**src/rtl/lc3b_types.sv**
```systemverilog
// Shared LC-3b types: MEM-stage access sequencer state encoding and default
// sizing constants for the data port.
package lc3b_types;

    localparam int MEM_SEQ_WIDTH        = 16;
    localparam int MEM_SEQ_MAX_INDIRECT = 1;

    typedef enum logic [2:0] {
        IDLE,
        PTR,
        GAP,
        DATA,
        DONE
    } mem_seq_state_t;

endpackage

```
**src/rtl/mem_access_seq_lane_align.sv**
```systemverilog
// Byte-lane steering for the data port: write mask, replicated store byte and
// zero-extended load byte for the lane selected by the low address bits.
module mem_lane_align #(
    parameter int WIDTH = 16,
    localparam int LANES  = WIDTH / 8,
    localparam int LANE_W = $clog2(LANES)
) (
    input  logic [LANE_W-1:0] lane,
    input  logic              byte_acc,
    input  logic [WIDTH-1:0]  req_wdata,
    input  logic [WIDTH-1:0]  mem_rdata,
    output logic [LANES-1:0]  wmask,
    output logic [WIDTH-1:0]  wdata_rep,
    output logic [WIDTH-1:0]  rdata_ext
);

    // NOTE: every output gets a default before any branch so no latch is inferred.
    always_comb begin
        wmask     = '1;
        wdata_rep = req_wdata;
        rdata_ext = mem_rdata;
        if (byte_acc) begin
            wmask     = '0;
            rdata_ext = '0;
            for (int i = 0; i < LANES; i++) begin
                wdata_rep[i*8 +: 8] = req_wdata[7:0];
                if (lane == LANE_W'(i)) begin
                    wmask[i]       = 1'b1;
                    rdata_ext[7:0] = mem_rdata[i*8 +: 8];
                end
            end
        end
    end

endmodule

```
**src/rtl/mem_access_seq.sv**
```systemverilog
// MEM-stage data-port sequencer: optional pointer dereference chain, then one
// word or byte access, with the pipeline stall derived from state and request.
module mem_access_seq
    import lc3b_types::*;
#(
    parameter int WIDTH        = MEM_SEQ_WIDTH,
    parameter int ADDR_W       = 16,
    parameter int MAX_INDIRECT = MEM_SEQ_MAX_INDIRECT,
    localparam int LANES = WIDTH / 8,
    localparam int LVL_W = $clog2(MAX_INDIRECT + 1)
) (
    input  logic              clk,
    input  logic              rst_n,
    input  logic              req_valid,
    input  logic              req_read,
    input  logic              req_write,
    input  logic              req_byte,
    input  logic [LVL_W-1:0]  req_levels,
    input  logic [ADDR_W-1:0] req_addr,
    input  logic [WIDTH-1:0]  req_wdata,
    input  logic              advance,
    input  logic              mem_resp,
    input  logic [WIDTH-1:0]  mem_rdata,
    output logic              mem_read,
    output logic              mem_write,
    output logic [ADDR_W-1:0] mem_address,
    output logic [WIDTH-1:0]  mem_wdata,
    output logic [LANES-1:0]  mem_wmask,
    output logic [WIDTH-1:0]  rdata,
    output logic [ADDR_W-1:0] final_addr,
    output logic              stall
);

    localparam int LANE_W = $clog2(LANES);
    localparam logic [LVL_W-1:0] LVL_MAX = LVL_W'(MAX_INDIRECT);

    mem_seq_state_t    state_q, state_d;
    logic [ADDR_W-1:0] addr_q, addr_d;
    logic [LVL_W-1:0]  lvl_q, lvl_d;
    logic              write_q, write_d;
    logic              byte_q, byte_d;
    logic [WIDTH-1:0]  wdata_q, wdata_d;
    logic [WIDTH-1:0]  rdata_q, rdata_d;

    logic              live;
    logic [LANES-1:0]  align_wmask;
    logic [WIDTH-1:0]  align_wdata;
    logic [WIDTH-1:0]  align_rdata;

    assign live  = req_valid & (req_read | req_write);
    assign stall = live & (state_q != DONE);

    mem_lane_align #(.WIDTH(WIDTH)) u_align (
        .lane      (addr_q[LANE_W-1:0]),
        .byte_acc  (byte_q),
        .req_wdata (wdata_q),
        .mem_rdata (mem_rdata),
        .wmask     (align_wmask),
        .wdata_rep (align_wdata),
        .rdata_ext (align_rdata)
    );

    always_comb begin
        state_d = state_q;
        addr_d  = addr_q;
        lvl_d   = lvl_q;
        write_d = write_q;
        byte_d  = byte_q;
        wdata_d = wdata_q;
        rdata_d = rdata_q;
        case (state_q)
            IDLE: begin
                if (live) begin
                    addr_d  = req_addr;
                    lvl_d   = (req_levels > LVL_MAX) ? LVL_MAX : req_levels;
                    write_d = req_write;
                    byte_d  = req_byte;
                    wdata_d = req_wdata;
                    state_d = (req_levels != '0) ? PTR : DATA;
                end
            end
            PTR: begin
                if (mem_resp) begin
                    addr_d  = mem_rdata[ADDR_W-1:0];
                    lvl_d   = lvl_q - LVL_W'(1);
                    state_d = req_valid ? GAP : IDLE;
                end
            end
            GAP: begin
                // A flush here has no handshake outstanding, so drop straight away.
                if (!req_valid)        state_d = IDLE;
                else if (lvl_q != '0)  state_d = PTR;
                else                   state_d = DATA;
            end
            DATA: begin
                if (mem_resp) begin
                    if (req_valid) begin
                        if (!write_q) rdata_d = align_rdata;
                        state_d = DONE;
                    end else begin
                        state_d = IDLE;
                    end
                end
            end
            DONE: begin
                if (advance) state_d = IDLE;
            end
            default: state_d = IDLE;
        endcase
    end

    // Port strobes depend only on registered state so mem_resp never loops back.
    always_comb begin
        mem_read    = 1'b0;
        mem_write   = 1'b0;
        mem_address = '0;
        mem_wmask   = '0;
        mem_wdata   = '0;
        case (state_q)
            PTR: begin
                mem_read    = 1'b1;
                mem_address = addr_q;
            end
            DATA: begin
                mem_read    = ~write_q;
                mem_write   = write_q;
                mem_address = addr_q;
                mem_wmask   = align_wmask;
                mem_wdata   = align_wdata;
            end
            default: ;
        endcase
    end

    // NOTE: sequential state uses non-blocking assignments and every register,
    // data holding registers included, is cleared by the asynchronous reset.
    always_ff @(posedge clk or negedge rst_n) begin
        if (!rst_n) begin
            state_q <= IDLE;
            addr_q  <= '0;
            lvl_q   <= '0;
            write_q <= 1'b0;
            byte_q  <= 1'b0;
            wdata_q <= '0;
            rdata_q <= '0;
        end else begin
            state_q <= state_d;
            addr_q  <= addr_d;
            lvl_q   <= lvl_d;
            write_q <= write_d;
            byte_q  <= byte_d;
            wdata_q <= wdata_d;
            rdata_q <= rdata_d;
        end
    end

    assign rdata      = rdata_q;
    assign final_addr = addr_q;

endmodule

```
**config.mk**
```make
export PLATFORM = sky130hd
export DESIGN_NAME = mem_access_seq
export DESIGN_NICKNAME = d
export VERILOG_FILES = /design/src/rtl/lc3b_types.sv /design/src/rtl/mem_access_seq_lane_align.sv /design/src/rtl/mem_access_seq.sv
export SDC_FILE = /design/constraint.sdc
export NUM_CORES = 1
export LEC_CHECK = 0
export CAP_MARGIN = 25
export CELL_PAD_IN_SITES_DETAIL_PLACEMENT = 1
export CELL_PAD_IN_SITES_GLOBAL_PLACEMENT = 1
export CORE_ASPECT_RATIO = 0.9
export CORE_MARGIN = 10
export CORE_UTILIZATION = 29
export CTS_CLUSTER_SIZE = 14
export DETAILED_ROUTE_END_ITERATION = 16
export GPL_TIMING_DRIVEN = 0
export PLACE_DENSITY_LB_ADDON = 0.25
export SLEW_MARGIN = 0
export SYNTH_ARGS = -nofsm -noshare
export SYNTH_HDL_FRONTEND = slang
export SYNTH_SLANG_ARGS = --single-unit
```
**constraint.sdc**
```tcl
create_clock -name clk -period 2.2 [get_ports clk]
set_clock_uncertainty 0.05 [all_clocks]
set_input_delay 0.55 -clock clk [delete_from_list [all_inputs] [get_ports clk]]
set_output_delay 0.55 -clock clk [all_outputs]
set_load 0.05 [all_outputs]
```
After elaboration in Yosys (flattened, before gate mapping). Index checks and enable logic that the tools add are counted.

Register bits: 54. Output and inout bits: 69. Bits of input ports: 57. Logic and storage cells: 57.

Bitwise operators: 4. $lt $le $gt $ge: 1. Add/sub/neg operators: 1. Multiplexer cells: 28. Equal/unequal tests: 9. Reduce and logical (&&, ||, !) cells: 7.

Operators by type and width (number): two-way mux 16 bit (6); case mux 16 bit (2 select lines) (1); two-way mux 3 bit (5); case mux 3 bit (5 select lines) (1); two-way mux 2 bit (6); two-way mux 8 bit (1); != test 2 bit (second input constant) (4); AND reduction 4 bit (2); == test 3 x 2 -> 1 bit (second input constant) (2); two-way mux 1 bit (6); case mux 1 bit (2 select lines) (2); == test 3 x 1 -> 1 bit (second input constant) (1); == test 3 bit (second input constant) (1); logical NOT 3 bit (1); != test 3 bit (second input constant) (1); AND reduction 3 bit (1); AND 1 bit (2); AND reduction 2 bit (1); nonzero test 2 bit (1); OR reduction 2 bit (1); greater-than comparator 1 bit (second input constant) (1); NOT 1 bit (1); bitwise OR 1 bit (1); subtractor 1 bit (second input constant) (1).

Longest topological paths before layout. Gate-level depths: netlist (run 1).

Depth after elaboration: 4. Gate-level depth with buffers: 6. Mapped depth without buffers: 4.

Modules after synthesis. A second synthesis (run 1) with hierarchy kept.

Cells, all modules: 234. Area, all modules: 3034.2 um^2.

Modules (own cells, without submodules): mem_access_seq (times used 1, area an instance 2661.3 um^2, cells each 198); mem_lane_align (times used 1, area an instance 372.9 um^2, cells each 36).

Worst setup path after synthesis (run 1). OpenSTA, ideal clock, no wires.

Path type: reg-to-output. Start point: register state_q[0]. End point: output port mem_read. Path slack: -0.403 ns. Buffers on the path: 1. Data arrival time: 2.003 ns. Cell stages (with the launch flop): 4. Required time: 1.600 ns. Cells stage by stage: dfrtp_1 -> buf_2 -> nor2b_1 -> a21boi_0.

Cells in the longest elaborated chain, start to end: 2.

Ends and longest elaborated chain: from (decl) (RTL line mem_access_seq.sv:37) `mem_seq_state_t state_q, state_d;`; from (signal assigned) (RTL line mem_access_seq.sv:147) `state_q <= state_d;`; == test 3 x 2 -> 1 bit / == test 3 x 1 -> 1 bit (equally long branches) (RTL line mem_access_seq.sv:119) `case (state_q)`; case mux 1 bit (2 select lines) (*) (RTL line mem_access_seq.sv:119); to (decl) (RTL line mem_access_seq.sv:24) `output logic mem_read,`.

Mark *: on every way between the ends. The rest lies on a longest branch, timed or not.

Worst setup path in the final report (run 1).
Start point: register state_q[1]. End point: output port mem_wmask[1].

Cells in the longest elaborated chain, start to end: 2.

Ends and longest elaborated chain: == test 3 x 2 -> 1 bit (RTL line mem_access_seq.sv:119); two-way mux 2 bit (RTL line mem_access_seq.sv:119); to (decl) (RTL line mem_access_seq.sv:28) `output logic [LANES-1:0] mem_wmask,`.

Every way passes these cells.

==> results.yml, run 1 <==
critical_path:
  cp.arrival_ns: 1.56
  path_class: "flop to output port"
  worst-path-max-fanout: 10
  setup.worst_path.end_class: "output port"
  start_kind: "flop"
  critPathRequiredTime_ns: 1.60
logic_synthesis:
  yosys.area.top_type_share_pct: 50.0
  ys.warnings.count: 0
  synth_area_leaders: "dfrtp_1 (50%), nand2_1 (8.5%), mux2i_1 (5.9%), a21oi_1 (5.4%), o22ai_1 (4.4%)"
  yosysSeqAreaShare_pct: 50.0
  synth_edf_count: 0
  yosys_most_used_dff: "dfrtp_1"
  synth_seq_cells: 54
  netlist_area_mm2: 0.00270
  syn_nets: 361
  synth.distinct_cells: 31
  async_flop_share_pct: 100
  synth_cells: 304
  yosys.area.top_type: "dfrtp_1"
  avgSynthCellArea_um2: 8.89
cells_and_area:
  syn_to_final_growth_pct: 67.9
  drive_gt1_share_pct: 23.1
  final_util_pct: 49.8
  layout_commonest_cell: "clkdlybuf4s50_1"
  fin_nets: 507
  final_cell_mix: "clkdlybuf4s50_1 (85), nand2_1 (60), dfrtp_1 (54)"
  antenna_cells: 0
timing:
  drv_slew: 0
  max_slew_margin_pct: 51.8
  setup_viol: 0
  timing.fmax_mhz: 462
  rsz0062_at_grt: "yes"
  final.min_clock_period_ns: 2.16
  fin_crit_sh_pct: 98.3
  max_slew.worst_pin.slew_ns: 0.724
  hold_viol_final: 0
  worst_slack_ns: 0.0377
clocking:
  insertion_delay_ns: 0.30
  cts_tree: "done"
  cts_sinks: 54
  cts_root_buf: "clkbuf_8"
  cts_buffers: 5
  holdBufCountCts: 0
  path_clk_slew_ns: 0.10
  cts.htree.levels: 2
  cts_buffer_depth: 2
grt:
  antenna_found_initial: 0
  grt_pass1_vias: 3009
  grt_use_total_pct: 15.9
  grt_pass1_wl_mm: 17.3
  overflow: 0
  grt_max_degree: 31
floorplanning:
  die_x_um: 122
  start_util_pct: 29.6
  die_h_um: 112
  io_pins: 126
  die_area_mm2: 0.0136
  core-area_mm2: 0.00913
  rows: 33
flow_run:
  cap_viol_max_count: 0
placement:
  gp_congestion: 0.817
  pre_cts_ws_ns: -1.02
  portBuffers: 125
  dp_hpwl_mm: 8.49
drt:
  vias: 2710
  drc_errors: 0
  ant_nets: 0
  wire_per_inst_um: 19.2
  via_per_inst: 4.73
  wl_mm: 11.0
  drtPass1Iterations: 4
  drt_iter0_markers: 70
power:
  ir_drop_uv: 762
  p_leak_nw: 2.14
  power.density_mw_per_mm2: 1750
status:
  status: "finished, final reports clean"
hold_path:
  hp-class: "primary input to asynchronous set/reset pin"
[worst max-delay path, stage by stage, from the launching register on]
cell and delay [ns]:
dfrtp_1 0.39, buf_6 0.13, nor2b_4 0.17, buf_8 0.14
nand2_8 0.11, a21oi_2 0.14, buf_6 0.17
[area by class of cell]
| cell class | instances | area, µm² |
|---|---|---|
| sequential | 54 | 1350 |
| inverter | 24 | 90.1 |
| buffer | 19 | 165 |
| timing repair buffer | 140 | 1410 |
| tap | 122 | 153 |
| multi-input combinational | 206 | 1260 |
| clock buffer | 5 | 68.8 |
| clock inverter | 3 | 43.8 |
| fill | 1062 | 4580 |
[sequential cells by signal, summed over array words and instances (netlist names)]
signal	flops
state_q	3
wdata_q	16
lvl_q	1
rdata	16
write_q	1
byte_q	1
final_addr	16
[layer usage]
| layer | vias to the layer above | wire length (µm) | track usage, % |
|---|---|---|---|
| met4 | 0 | 85 | 2.94 |
| met2 | 48 | 5790 | 28.5 |
| met1 | 1356 | 4730 | 19.0 |
| met5 | - | 0 | 0 |
| met3 | 4 | 401 | 3.43 |
| li1 | 1302 | - | - |
[per-stage QoR]
step	setup TNS, ns	instance area [µm²]	total power [mW]	std cells	hold WS, ns
4_1_cts	-0.00782	4390	7.77	569	0.257
5_1_grt	-0.382	4540	8.43	573	0.278
3_3_place_gp	-104.38	4110	6.64	551	0.410
3_5_place_dp	-37.66	4120	6.74	552	0.414
2_1_floorplan	-1.88	2700	4.98	304	0.204
6_report	0	4540	7.97	573	0.235
[what timing repair did]
action | 4_1_cts | 5_1_grt
setup endpoints to repair | 48 | 47
gates resized for setup | 271 | 36
setup buffers | 9 | 4
gates cloned | 1 | 0
pin swaps | 0 | 4
[final timing paths]
check                                start             end  slack [ns]  depth (start not counted)
worst max-delay path            state_q[1]    mem_wmask[1]        0.04                          6
worst min-delay path                 rst_n   final_addr[6]        0.23                          1
worst max register to register  state_q[2]  final_addr[12]        0.11                          7
worst min register to register  wdata_q[8]      wdata_q[8]        0.43                          2
max in group asynchronous            rst_n      wdata_q[3]        1.27                          2
min in group clk                wdata_q[8]      wdata_q[8]        0.43                          2
[report_power, final]
part | internal, mW | switching (mW)
Clock | 0.342 | 0.357
Combinational | 1.99 | 3.48
Sequential | 1.47 | 0.329
[Yosys cell counts, types with 2 or more instances]
library cell and count:
a21oi_1 29, and2_1 16, and3_1 9, buf_2 11, buf_8 2, clkbuf_1 5, dfrtp_1 54, inv_1 24
mux2i_1 16, nand2_1 61, nand3b_1 9, nor2_1 17, nor2b_1 2, o21ai_0 13, o22ai_1 19, or2b_1 2
[kinds of logic (layout without fill, tap and decap cells)]
family,after synthesis,count (layout),synth area share [%]
flops,54,54,50.0
compound gates,67,67,14.0
simple gates,123,123,22.3
buf+inv,44,191,7.87
mux,16,16,5.92
No activity file was read; power rests on OpenSTA's default activity.
==> inputs of run 2 (changes only) <==
--- a/config.mk
+++ b/config.mk
@@ -9,7 +9,6 @@
 export CELL_PAD_IN_SITES_DETAIL_PLACEMENT = 1
 export CELL_PAD_IN_SITES_GLOBAL_PLACEMENT = 1
 export CORE_ASPECT_RATIO = 0.9
-export CORE_MARGIN = 10
 export CORE_UTILIZATION = 29
 export CTS_CLUSTER_SIZE = 14
 export DETAILED_ROUTE_END_ITERATION = 16
==> run 2 against run 1 <==
The flow now finishes with violations (DRC). Routed wire length shrank 12%. Fmax shrank 0.16%. Flip-flop and latch count is the same. Critical path depth is the same. Non-clock buffer count shrank 5. Clock power shrank 4.7%. Worst hold slack lost 0.12 ns. Worst setup slack lost 0.0034 ns. Die area shrank 29%. Register-to-register slack gained 0.14 ns. Cell area shrank 2.8%. Largest power group unchanged.
==> results.yml, run 2 (synthesis results as in run 1) <==
critical_path:
  worst-path-max-fanout: 10
  reg2reg_setup_slack_ns: 0.25
  cp_num_buf_inv: 3
  critPathRequiredTime_ns: 1.60
  r2r-end: "final_addr[3]"
  cp.arrival_ns: 1.57
  ff2ff_path_depth: 6
  setup.worst_path.end_class: "output port"
  worstReg2RegStart: "state_q[2]"
  path_cells: "buf_6 > nor2b_4 > buf_8 > nand2_8 > nor2_2 > buf_6"
  path_class: "flop to output port"
  crit_top_cell: "buf_6"
  cp_top_family: "simple AND/OR/NAND/NOR gates"
  cp_slowest_cell: "dfrtp_1"
  start_kind: "flop"
  cp_slowest_stage_delay_ns: 0.38
drt:
  vias: 2689
  via_per_inst: 4.74
  ant_nets: 0
  drt_iter0_markers: 89
  drtPass1Iterations: 10
  wire_per_inst_um: 17.1
  wl_mm: 9.70
  drc_errors: 2
status:
  status: "finished, violations left"
  violations: "DRC"
cells_and_area:
  antenna_cells: 0
  syn_to_final_growth_pct: 63.3
  layout_commonest_cell: "clkdlybuf4s50_1"
  final_cell_area_mm2: 0.00441
  regArea_mm2: 0.00135
  fin_nets: 502
  multi_input_area_mm2: 0.00123
  num-fill-cells: 1054
  drive_gt1_share_pct: 20.4
  final_cell_mix: "clkdlybuf4s50_1 (85), nand2_1 (60), dfrtp_1 (54)"
timing:
  hold_viol_final: 0
  drv_slew: 0
  final.min_clock_period_ns: 2.17
  max_slew_margin_pct: 63.8
  setup_viol: 0
  hold_ws_ns: 0.119
  timing.fmax_mhz: 462
  fin_crit_sh_pct: 98.4
  max_slew.worst_pin.slew_ns: 0.542
  rsz0062_at_grt: "yes"
grt:
  antenna_found_initial: 0
  grt_pass1_vias: 2766
  grt_use_total_pct: 20.0
  grt_max_degree: 40
  overflow: 0
  grt_pass1_wl_mm: 15.1
floorplanning:
  start_util_pct: 29.8
  rows: 33
  core-area_mm2: 0.00908
  io_pins: 126
  die_h_um: 93.6
  die_area_mm2: 0.00971
  die_x_um: 104
power:
  p_leak_nw: 2.10
  power.density_mw_per_mm2: 1750
  total_power_mw: 7.71
  ir_drop_uv: 759
clocking:
  cts.htree.levels: 2
  insertion_delay_ns: 0.30
  cts_root_buf: "clkbuf_8"
  cts_buffers: 5
  cts_tree: "done"
  path_clk_slew_ns: 0.09
  cts_buffer_depth: 2
  cts_sinks: 54
placement:
  portBuffers: 125
  gp_congestion: 0.827
  dp_hpwl_mm: 7.32
  place_area_mm2: 0.00412
flow_run:
  cap_viol_max_count: 0
hold_path:
  hp-class: "primary input to asynchronous set/reset pin"
[run 2: changes by cell type in the layout (fill, tap and decap cells not counted), moves of 2 or more]
cell | previous run | this run
a21oi_2 | 3 | 1
and2_1 | 14 | 16
and2_4 | 2 | 0
buf_2 | 9 | 12
buf_6 | 26 | 21
buf_8 | 11 | 6
nor2_1 | 8 | 10
nor2_4 | 5 | 3
[run 2: layout make-up]
class / count / share of cell area [%]
multi-input cells: 206 / 27.9
clock buffers: 5 / 1.56
well taps: 122 / 3.46
repair buffers: 134 / 29.7
clock inverters: 2 / 0.879
inverters: 24 / 2.04
flip-flops and latches: 54 / 30.6
plain buffers: 20 / 3.83
[run 2: worst max path at each step]
stage / slack, ns / cells past startpoint / to / start
after CTS: -0.0009 / 5 / mem_read / state_q[2]
after detailed placement: -0.95 / 5 / mem_address[7] / state_q[0]
after global routing: -0.06 / 6 / mem_wdata[13] / state_q[1]
final: 0.03 / 6 / mem_wdata[13] / state_q[1]
after global placement: -1.26 / 1 / wdata_q[12] / rst_n
after floorplan: -0.27 / 5 / mem_wmask[0] / state_q[1]
[run 2: stage by stage]
step / utilization (%) / setup TNS [ns] / setup slack, ns / instances
2_1_floorplan: - / -1.88 / -0.269 / 304
3_3_place_gp: 45.2 / -100.77 / -1.26 / 551
3_5_place_dp: 45.4 / -34.99 / -0.954 / 552
4_1_cts: 47.0 / -0.000947 / -0.000947 / 566
5_1_grt: 48.6 / -0.170 / -0.0577 / 567
6_report: 48.6 / 0 / 0.0344 / 567
[run 2: power by group]
group	internal (mW)	leakage [nW]	switching, mW	total [mW]
clock network	0.336	0.0542	0.330	0.666
registers	1.47	0.639	0.338	1.80
logic	1.86	1.40	3.37	5.24
total	3.66	2.10	4.04	7.71
[run 2: per-layer routing]
| metal | GRT usage (%) | vias to the layer above | share of wire (%) |
|---|---|---|---|
| met3 | 3.28 | 6 | 3.4 |
| met4 | 3.69 | 0 | 1.2 |
| met2 | 34.5 | 55 | 50 |
| met5 | 0 | - | 0 |
| li1 | - | 1294 | - |
| met1 | 26.8 | 1334 | 45 |
[run 2: what timing repair did]
| item | CTS | global route |
|---|---|---|
| cloned | 1 | 0 |
| resized for setup | 242 | 52 |
| setup buffers | 6 | 1 |
| endpoints found under the setup margin | 48 | 46 |
| endpoints found under the hold margin | 0 | 0 |
| pin swaps | 0 | 2 |
| hold buffers | 0 | 0 |
==> inputs of run 3 (changes only) <==
--- a/config.mk
+++ b/config.mk
@@ -13,6 +13,7 @@
 export CTS_CLUSTER_SIZE = 14
 export DETAILED_ROUTE_END_ITERATION = 16
 export GPL_TIMING_DRIVEN = 0
+export MAX_ROUTING_LAYER = met4
 export PLACE_DENSITY_LB_ADDON = 0.25
 export SLEW_MARGIN = 0
 export SYNTH_ARGS = -nofsm -noshare
==> run 3 against run 2 <==
The flow still finishes with violations (DRC). Core utilization unchanged. Worst hold slack improved by 0.00066 ns. Combinational power barely moved. Worst setup slack lost 0.010 ns. Largest cell class unchanged.
==> results.yml, run 3 (synthesis results as in run 1) <==
grt:
  antenna_found_initial: 0
  grt_max_degree: 40
  overflow: 0
  grt_pass1_wl_mm: 15.1
  grt_pass1_vias: 2755
  grt_use_total_pct: 20.6
cells_and_area:
  final_cell_area_mm2: 0.00441
  num-fill-cells: 1054
  final_cell_mix: "clkdlybuf4s50_1 (85), nand2_1 (60), dfrtp_1 (54)"
  drive_gt1_share_pct: 20.4
  final_util_pct: 48.6
  layout_commonest_cell: "clkdlybuf4s50_1"
  antenna_cells: 0
  fin_nets: 502
  final_cell_count_no_fill: 567
  syn_to_final_growth_pct: 63.3
timing:
  drv_slew: 0
  rsz0062_at_grt: "yes"
  setup_viol: 0
  worst_slack_ns: 0.0240
  hold_viol_final: 0
  timing.fmax_mhz: 460
  fin_crit_sh_pct: 98.9
  max_slew_margin_pct: 64.4
  max_slew.worst_pin.slew_ns: 0.532
  final.min_clock_period_ns: 2.18
critical_path:
  worst-path-max-fanout: 10
  endpoint: "mem_wdata[13]"
  path_class: "flop to output port"
  crit_start: "state_q[1]"
  ff2ff_path_depth: 6
  cp.arrival_ns: 1.58
  start_kind: "flop"
  r2r-end: "final_addr[3]"
  critPathRequiredTime_ns: 1.60
  worstReg2RegStart: "state_q[2]"
  setup.worst_path.end_class: "output port"
  reg2reg_setup_slack_ns: 0.23
drt:
  drtPass1Iterations: 10
  via_per_inst: 4.72
  wl_mm: 9.70
  ant_nets: 0
  drc_errors: 2
  wire_per_inst_um: 17.1
  vias: 2678
  drt_iter0_markers: 68
floorplanning:
  die_x_um: 104
  rows: 33
  io_pins: 126
  core-area_mm2: 0.00908
  die_area_mm2: 0.00971
  die_h_um: 93.6
  start_util_pct: 29.8
flow_run:
  cap_viol_max_count: 0
clocking:
  cts_buffers: 5
  cts_tree: "done"
  cts_buffer_depth: 2
  cts.htree.levels: 2
  insertion_delay_ns: 0.30
  holdBufCountCts: 0
  cts_sinks: 54
  cts_root_buf: "clkbuf_8"
  path_clk_slew_ns: 0.09
placement:
  dp_hpwl_mm: 7.32
  portBuffers: 125
  gp_congestion: 0.840
  pre_cts_ws_ns: -0.954
  place_inst: 552
  place_area_mm2: 0.00412
power:
  ir_drop_uv: 759
  power.density_mw_per_mm2: 1750
  p_leak_nw: 2.10
hold_path:
  hp-class: "primary input to asynchronous set/reset pin"
status:
  status: "finished, violations left"
  violations: "DRC"
## run 3: where the power goes
part / switching (mW) / internal (mW)
logic: 3.38 / 1.86
registers: 0.337 / 1.47
clock network: 0.329 / 0.336
total: 4.04 / 3.66
## run 3: area by class of cell
type | instances | area, µm² | area share [%]
timing repair buffer | 134 | 1310 | 29.7
clock inverter | 2 | 38.8 | 0.879
tap | 122 | 153 | 3.46
multi-input combinational | 206 | 1230 | 27.9
buffer | 20 | 169 | 3.83
clock buffer | 5 | 68.8 | 1.56
inverter | 24 | 90.1 | 2.04
sequential | 54 | 1350 | 30.6
## run 3: worst max-delay path, stage by stage, from the launching register on
cell and delay (ns):
dfrtp_1 0.38, buf_6 0.11, nor2b_4 0.18, buf_8 0.15
nand2_8 0.11, nor2_2 0.17, buf_6 0.18
## run 3: through the flow
stage / hold slack [ns] / power (mW) / setup TNS (ns)
finish: 0.120 / 7.71 / 0
global route: 0.126 / 8.14 / -0.179
CTS: 0.122 / 7.54 / -0.000947
detailed placement: 0.412 / 6.67 / -34.99
global placement: 0.412 / 6.56 / -100.77
floorplan: 0.204 / 4.98 / -1.88
## run 3: per-layer routing
layer  wire (µm)  share of wire [%]  up-vias  global-route usage, %
met5           0                  0        -                      -
met4         121                1.2        0                   3.69
met3         259                2.7        6                   3.00
met2        4880                 50       51                   34.3
met1        4440                 46     1329                   27.2
li1            -                  -     1292                      -
## run 3: worst min-delay path by stage
| stage | to | slack (ns) | depth (start not counted) |
|---|---|---|---|
| global route | wdata_q[8] | 0.13 | 1 |
| CTS | wdata_q[8] | 0.12 | 1 |
| global placement | wdata_q[13] | 0.41 | 2 |
| detailed placement | wdata_q[9] | 0.41 | 2 |
| floorplan | byte_q | 0.20 | 0 |
| finish | final_addr[7] | 0.12 | 1 |
## run 3: timing repair
item | 4_1_cts | 5_1_grt
setup buffers | 6 | 1
pin swaps | 0 | 2
setup endpoints to repair | 48 | 46
cloned | 1 | 0
resized for setup | 242 | 52
